$ cat src/rtl/game_event_gen_pkg.sv
// Shared types and constants for the lander game event generator.
package game_pkg;

  localparam int COORD_W_DEF = 11;
  localparam int POINTS_W    = 5;
  localparam logic [POINTS_W-1:0] POINTS_FULL = 5'b11111;

  typedef enum logic [1:0] {
    ST_RUN    = 2'd0,
    ST_INVULN = 2'd1,
    ST_HOLD   = 2'd2,
    ST_DEAD   = 2'd3
  } state_t;

endpackage

$ cat src/rtl/game_event_gen_box_overlap.sv
// Combinational axis-aligned bounding-box overlap test.
// Box A at (i_ax,i_ay) sized AW x AH, box B at (i_bx,i_by) sized BW x BH.
// End coordinates are formed one bit wider than the inputs so boxes near
// the top of the coordinate range never wrap. Touching edges do not overlap.
module box_overlap
  import game_pkg::*;
#(
  parameter int COORD_W = COORD_W_DEF,
  parameter int AW      = 16,
  parameter int AH      = 16,
  parameter int BW      = 16,
  parameter int BH      = 16
) (
  input  logic [COORD_W-1:0] i_ax,
  input  logic [COORD_W-1:0] i_ay,
  input  logic [COORD_W-1:0] i_bx,
  input  logic [COORD_W-1:0] i_by,
  output logic               o_ov
);

  logic [COORD_W:0] w_ax;
  logic [COORD_W:0] w_ay;
  logic [COORD_W:0] w_bx;
  logic [COORD_W:0] w_by;
  logic [COORD_W:0] w_ax_end;
  logic [COORD_W:0] w_ay_end;
  logic [COORD_W:0] w_bx_end;
  logic [COORD_W:0] w_by_end;

  assign w_ax     = {1'b0, i_ax};
  assign w_ay     = {1'b0, i_ay};
  assign w_bx     = {1'b0, i_bx};
  assign w_by     = {1'b0, i_by};
  assign w_ax_end = w_ax + (COORD_W+1)'(AW);
  assign w_ay_end = w_ay + (COORD_W+1)'(AH);
  assign w_bx_end = w_bx + (COORD_W+1)'(BW);
  assign w_by_end = w_by + (COORD_W+1)'(BH);

  assign o_ov = (w_ax < w_bx_end) && (w_bx < w_ax_end) &&
                (w_ay < w_by_end) && (w_by < w_ay_end);

endmodule

$ cat src/rtl/game_event_gen.sv
// Per-frame event generator: tests the player box against obstacle, target
// and landing pad, and emits one-cycle colission/capture/landed pulses two
// cycles after frame_tick, plus the thermometer-coded points mask.
// Optional feature macro: GAME_EVENT_INVULN_EN (adds the INVULN state and
// frame countdown that suppresses collisions after a hit).
module game_event_gen
  import game_pkg::*;
#(
  parameter int COORD_W       = COORD_W_DEF,
  parameter int PLAYER_W      = 16,
  parameter int PLAYER_H      = 16,
  parameter int OBJ_W         = 16,
  parameter int OBJ_H         = 16,
  parameter int PAD_W         = 48,
  parameter int PAD_H         = 8,
  parameter int INVULN_FRAMES = 60
) (
  input  logic               clk,
  input  logic               rst_n,
  input  logic               frame_tick,
  input  logic [COORD_W-1:0] player_x,
  input  logic [COORD_W-1:0] player_y,
  input  logic [COORD_W-1:0] obst_x,
  input  logic [COORD_W-1:0] obst_y,
  input  logic [COORD_W-1:0] tgt_x,
  input  logic [COORD_W-1:0] tgt_y,
  input  logic [COORD_W-1:0] pad_x,
  input  logic [COORD_W-1:0] pad_y,
  input  logic               landing_en,
  input  logic               fail,
  input  logic               lvl_start,
  output logic               colission,
  output logic               capture,
  output logic               landed,
  output logic [4:0]         points,
  output logic               invuln
);

  logic               r_vld_p1;
  logic [COORD_W-1:0] r_plx_p1;
  logic [COORD_W-1:0] r_ply_p1;
  logic [COORD_W-1:0] r_obx_p1;
  logic [COORD_W-1:0] r_oby_p1;
  logic [COORD_W-1:0] r_tgx_p1;
  logic [COORD_W-1:0] r_tgy_p1;
  logic [COORD_W-1:0] r_pdx_p1;
  logic [COORD_W-1:0] r_pdy_p1;
  logic               r_len_p1;

  logic w_ov_obst;
  logic w_ov_tgt;
  logic w_ov_pad;
  logic r_prev_obst;
  logic r_prev_tgt;
  logic r_prev_pad;

  logic w_sup_all;
  logic w_col_blk;
  logic w_land_evt;
  logic w_cap_evt;
  logic w_col_evt;
  logic w_lvl_go;

  state_t r_state;
  state_t w_state_nxt;

  logic                r_colission_p2;
  logic                r_capture_p2;
  logic                r_landed_p2;
  logic [POINTS_W-1:0] r_points;

  // ---- Stage 1: capture frame positions on frame_tick ----

  // Valid flag for the frame held in stage 1; reset drops in-flight frames.
  always_ff @(posedge clk or negedge rst_n) begin
    if (!rst_n) begin
      r_vld_p1 <= 1'b0;
    end else begin
      r_vld_p1 <= frame_tick;
    end
  end

  // Position and landing-enable sample; a closer tick simply overwrites it.
  always_ff @(posedge clk) begin
    if (frame_tick) begin
      r_plx_p1 <= player_x;
      r_ply_p1 <= player_y;
      r_obx_p1 <= obst_x;
      r_oby_p1 <= obst_y;
      r_tgx_p1 <= tgt_x;
      r_tgy_p1 <= tgt_y;
      r_pdx_p1 <= pad_x;
      r_pdy_p1 <= pad_y;
      r_len_p1 <= landing_en;
    end
  end

  // ---- Stage 2: overlap compare and event qualification ----

  box_overlap #(
    .COORD_W(COORD_W), .AW(PLAYER_W), .AH(PLAYER_H), .BW(OBJ_W), .BH(OBJ_H)
  ) u_ov_obst (
    .i_ax(r_plx_p1), .i_ay(r_ply_p1), .i_bx(r_obx_p1), .i_by(r_oby_p1),
    .o_ov(w_ov_obst)
  );

  box_overlap #(
    .COORD_W(COORD_W), .AW(PLAYER_W), .AH(PLAYER_H), .BW(OBJ_W), .BH(OBJ_H)
  ) u_ov_tgt (
    .i_ax(r_plx_p1), .i_ay(r_ply_p1), .i_bx(r_tgx_p1), .i_by(r_tgy_p1),
    .o_ov(w_ov_tgt)
  );

  box_overlap #(
    .COORD_W(COORD_W), .AW(PLAYER_W), .AH(PLAYER_H), .BW(PAD_W), .BH(PAD_H)
  ) u_ov_pad (
    .i_ax(r_plx_p1), .i_ay(r_ply_p1), .i_bx(r_pdx_p1), .i_by(r_pdy_p1),
    .o_ov(w_ov_pad)
  );

  // HOLD and DEAD mute everything; a live fail mutes the frame it lands on.
  assign w_sup_all  = (r_state == ST_HOLD) || (r_state == ST_DEAD) || fail;
  assign w_land_evt = r_vld_p1 && w_ov_pad && !r_prev_pad && r_len_p1 &&
                      !w_sup_all;
  // A landing in the same frame wins over capture and collision.
  assign w_cap_evt  = r_vld_p1 && w_ov_tgt && !r_prev_tgt &&
                      (r_points != POINTS_FULL) && !w_sup_all && !w_land_evt;
  assign w_col_evt  = r_vld_p1 && w_ov_obst && !r_prev_obst &&
                      !w_sup_all && !w_land_evt && !w_col_blk;
  assign w_lvl_go   = lvl_start && (r_state == ST_HOLD) && !fail;

  // Previous-frame overlap flags for edge detection; cleared on a new level.
  always_ff @(posedge clk or negedge rst_n) begin
    if (!rst_n) begin
      r_prev_obst <= 1'b0;
      r_prev_tgt  <= 1'b0;
      r_prev_pad  <= 1'b0;
    end else if (w_lvl_go) begin
      r_prev_obst <= 1'b0;
      r_prev_tgt  <= 1'b0;
      r_prev_pad  <= 1'b0;
    end else if (r_vld_p1) begin
      r_prev_obst <= w_ov_obst;
      r_prev_tgt  <= w_ov_tgt;
      r_prev_pad  <= w_ov_pad;
    end
  end

`ifdef GAME_EVENT_INVULN_EN
  localparam int CNT_W = $clog2(INVULN_FRAMES + 1);
  logic [CNT_W-1:0] r_cnt;

  assign w_col_blk = (r_state == ST_INVULN);
  assign invuln    = (r_state == ST_INVULN);

  // Invulnerability countdown: load on a hit, count down once per frame.
  always_ff @(posedge clk or negedge rst_n) begin
    if (!rst_n) begin
      r_cnt <= '0;
    end else if (w_col_evt) begin
      r_cnt <= CNT_W'(INVULN_FRAMES - 1);
    end else if (frame_tick && (r_state == ST_INVULN) && (r_cnt != '0)) begin
      r_cnt <= r_cnt - CNT_W'(1);
    end
  end
`else
  logic w_unused_cfg;

  assign w_unused_cfg = (INVULN_FRAMES != 0);
  assign w_col_blk    = 1'b0;
  assign invuln       = 1'b0;
`endif

  // State register.
  always_ff @(posedge clk or negedge rst_n) begin
    if (!rst_n) begin
      r_state <= ST_RUN;
    end else begin
      r_state <= w_state_nxt;
    end
  end

  // Next-state logic; fail forces DEAD ahead of every other transition.
  always_comb begin
    w_state_nxt = r_state;
    if (fail) begin
      w_state_nxt = ST_DEAD;
    end else begin
      case (r_state)
        ST_RUN: begin
          if (w_land_evt) begin
            w_state_nxt = ST_HOLD;
`ifdef GAME_EVENT_INVULN_EN
          end else if (w_col_evt) begin
            w_state_nxt = ST_INVULN;
`endif
          end
        end
        ST_INVULN: begin
`ifdef GAME_EVENT_INVULN_EN
          if (w_land_evt) begin
            w_state_nxt = ST_HOLD;
          end else if (frame_tick && (r_cnt == '0)) begin
            w_state_nxt = ST_RUN;
          end
`else
          w_state_nxt = ST_RUN;
`endif
        end
        ST_HOLD: begin
          if (lvl_start) begin
            w_state_nxt = ST_RUN;
          end
        end
        ST_DEAD: begin
          w_state_nxt = ST_DEAD;
        end
        default: begin
          w_state_nxt = ST_RUN;
        end
      endcase
    end
  end

  // ---- Stage 3: registered pulses and points mask ----

  // One-cycle event pulses, high two cycles after the frame tick.
  always_ff @(posedge clk or negedge rst_n) begin
    if (!rst_n) begin
      r_colission_p2 <= 1'b0;
      r_capture_p2   <= 1'b0;
      r_landed_p2    <= 1'b0;
    end else begin
      r_colission_p2 <= w_col_evt;
      r_capture_p2   <= w_cap_evt;
      r_landed_p2    <= w_land_evt;
    end
  end

  // Points mask: lvl_start clears it in any state, a capture shifts in a 1.
  always_ff @(posedge clk or negedge rst_n) begin
    if (!rst_n) begin
      r_points <= '0;
    end else if (lvl_start) begin
      r_points <= '0;
    end else if (w_cap_evt) begin
      r_points <= {r_points[POINTS_W-2:0], 1'b1};
    end
  end

  assign colission = r_colission_p2;
  assign capture   = r_capture_p2;
  assign landed    = r_landed_p2;
  assign points    = r_points;

endmodule

$ cat config.mk
export PLATFORM = sky130hd
export DESIGN_NAME = game_event_gen
export DESIGN_NICKNAME = d
export VERILOG_FILES = /design/src/rtl/game_event_gen_pkg.sv /design/src/rtl/game_event_gen_box_overlap.sv /design/src/rtl/game_event_gen.sv
export SDC_FILE = /design/constraint.sdc
export NUM_CORES = 1
export LEC_CHECK = 0
export CORE_ASPECT_RATIO = 1.1
export CORE_MARGIN = 3
export CORE_UTILIZATION = 50
export DETAILED_ROUTE_END_ITERATION = 8
export DONT_BUFFER_PORTS = 1
export MAX_ROUTING_LAYER = met4
export PLACE_DENSITY = 0.69
export SYNTH_ARGS = -nofsm -noshare
export SYNTH_HDL_FRONTEND = slang
export SYNTH_SLANG_ARGS = --single-unit
$ cat constraint.sdc
create_clock -name clk -period 2.65 [get_ports clk]
set_clock_uncertainty 0.2 [all_clocks]
set_input_delay 0.53 -clock clk [delete_from_list [all_inputs] [get_ports clk]]
set_output_delay 0.53 -clock clk [all_outputs]
set_load 0.02 [all_outputs]
==> out/qor.csv <==
metric,value,unit
status,finished with violations,
violations,negative setup slack,
drt-initial-drc-count,225,
synthFlopType,edfxtp_1,
vias_per_cell,5.531,
synth_fp_nets,810,
io_pins,103,
clock-sinks,103,
multi_input_area,3993,µm²
holdPathStages,0,
syn_area,6798,µm²
fin_ws,-0.3719,ns
period_share,114.0,%
hp-start,frame_tick,
cp.buffers_inverters,2,
required,2.72,ns
regArea,3023,µm²
r2r-end,r_state[0],
cp_max_fo,4,
slew_headroom,46.99,%
netlist_instances,590,
yosysWarnings,0,
wirelength,16530,µm
grt_pass1_wl,25910,µm
path_cells,ha_4 > inv_4 > ha_4 > a21o_1 > a21o_1 > a221o_1 > a22oi_2 > and4b_2 > buf_6 > nor2b_2 > a21oi_2 > mux2i_1,
p_per_area,566.0,nW/µm²
die_height,128.3,µm
r2r_slack,-0.37,ns
numPortBuffers,0,
vdd_drop_max,0.4319,mV
detail-route-antenna-nets,0,
synth-edff-count,89,
nets,956,
dieArea,15030,µm²
grt_max_degree,91,
nFillCells,960,
design_area,8812,µm²
finalHoldViolations,0,
max_freq,330.9,MHz
maxSlewViolCount,0,
regToRegStartpoint,r_plx_p1[5],
die_w,117.2,µm
leakagePower,3.831,nW
final_cell_mix,"buf_4, ha_1, edfxtp_1, inv_1, nand3_1",
gp_congestion,0.8479,
ys_types,57,
vias,5127,
crit_slowest_cell,edfxtp_1,
routedWlPerCell,17.83,µm
ys_seq_elements,103,
rsz0062_at_grt,true,
grt.total_usage,23.19,%
antenna_found_initial,2,
drive_above_1_share,28.74,%
drc,0,
slowest_delay,0.49,ns
holdPathEnd,r_vld_p1,
critPathArrivalTime,3.09,ns
dp_slack,-0.5038,ns
core,13270,µm²
placed_area,7940,µm²
final_util,66.42,%
start_util,51.24,%
cts.path.max_buffers,2,
clock_latency,0.36,ns
crit_type,register to register,
path_clk_slew,0.07,ns
cap_viol_max_count,0,
reg2reg_depth,12,
seq_area_frac_synth,44.47,%
min_period,3.022,ns
final_common_cell,buf_4,
endpoint_kind,register,
cts_tree,yes,
numCtsBuffers,9,
worstSetupStartpointType,register,
postSynthAreaPerCell,11.52,µm²
async_flop_share,13.59,%
h-tree-depth,3,
grt_pass1_vias,5325,
worst_pin_slew,0.7752,ns
hp-class,input pin to register,
syn_to_final_growth,29.63,%
gr-total-overflow,0,
critPathTopFamily,compound AO/OA/AOI/OAI gates,
dr.pass1.iters,4,
row_count,44,
clockRootBuffer,clkbuf_16,
setup_viol,12,
dp_hpwl,12760,µm
[power by group]
group          switching (mW)  internal (mW)  total [mW]
clock network           0.612          0.930        1.54
logic                   0.689          0.725        1.41
registers               0.119           1.91        2.03
total                    1.42           3.57        4.99
[through the flow]
step | power [mW] | hold WS, ns | std cells | setup TNS, ns
final | 4.988 | 0.04353 | 927 | -3.284
after global routing | 5.253 | 0.02426 | 927 | -4.653
after CTS | 4.906 | 0.01026 | 918 | -3.137
after detailed placement | 3.277 | 0.03484 | 893 | -4.667
after global placement | 3.225 | 0.03481 | 893 | -3.853
after floorplan | 2.765 | 0.03441 | 590 | -1.291
[cell families (layout without fill, tap and decap cells)]
kind of cell    count (synthesis)  in the layout  synth area share (%)
simple gates                  150            150                 11.85
fa+ha+maj                     126            126                 23.19
flops                         103            103                 44.47
compound gates                119            119                 11.67
xor+xnor                       41             41                 5.283
other cells                     1              3               0.05517
mux                             6              6                0.8835
buf+inv                        44            195                 2.595
[worst max-delay path by stage]
stage	to	cells past startpoint	startpoint
after floorplan	points[0]	12	r_plx_p1[5]
after global placement	points[0]	11	r_pdy_p1[3]
after detailed placement	points[4]	11	r_tgx_p1[4]
after CTS	colission	11	r_plx_p1[5]
after global routing	points[4]	11	r_plx_p1[4]
final	r_state[0]	12	r_plx_p1[5]
[flip-flops by register name, indices dropped and copies added, names as in the netlist]
signal and cells:
r_obx_p1 11, r_oby_p1 11, r_pdx_p1 11, r_pdy_p1 11, r_plx_p1 11, r_ply_p1 11
r_tgx_p1 11, r_tgy_p1 11, points 5, r_state 2, capture 1, colission 1
landed 1, r_len_p1 1, r_prev_obst 1, r_prev_pad 1, r_prev_tgt 1, r_vld_p1 1
[Yosys cell counts, drive strengths merged, types with 3 or more instances]
cell | number | area (µm²)
a2111oi | 3 | 26.28
a211o | 3 | 26.28
a211oi | 3 | 22.52
a21o | 12 | 90.09
a21oi | 25 | 125.1
a31oi | 6 | 37.54
and3 | 12 | 75.07
and4 | 3 | 28.78
dfrtp | 14 | 350.3
edfxtp | 89 | 2673
ha | 126 | 1577
inv | 42 | 157.7
mux2i | 6 | 60.06
nand2 | 24 | 90.09
nand2b | 7 | 43.79
nand3 | 30 | 155.1
nand4 | 13 | 81.33
nor2 | 26 | 97.59
nor2b | 10 | 62.56
nor3 | 8 | 40.04
nor4 | 6 | 43.79
o2111ai | 6 | 52.55
o211ai | 6 | 50.05
o21a | 7 | 52.55
o21ai | 30 | 150.1
or3 | 3 | 23.77
xnor2 | 15 | 131.4
xor2 | 26 | 227.7
[timing repair]
action | 4_1_cts | 5_1_grt
gates cloned | 0 | 0
hold buffers | 1 | 0
pin swaps | 14 | 21
buffers inserted | 9 | 8
gates resized for setup | 41 | 37
endpoints found under the setup margin | 12 | 13
endpoints found under the hold margin | 14 | 0
[layer usage]
metal / track usage (%) / routed length, µm / up-vias
met4: 8.974 / 360 / 0
met1: 27.39 / 7054 / 2445
met5: - / 0 / -
met2: 38.22 / 8237 / 123
li1: - / - / 2533
met3: 5.288 / 879 / 26
[cell type report]
type | instances | share of cell area, %
diodes | 2 | 0.05679
clock inverters | 6 | 1.306
well taps | 184 | 2.613
flip-flops and latches | 103 | 34.30
repair buffers | 137 | 12.00
multi-input cells | 443 | 45.31
inverters | 42 | 1.817
clock buffers | 10 | 2.598
No activity file was read; power rests on OpenSTA's default activity.
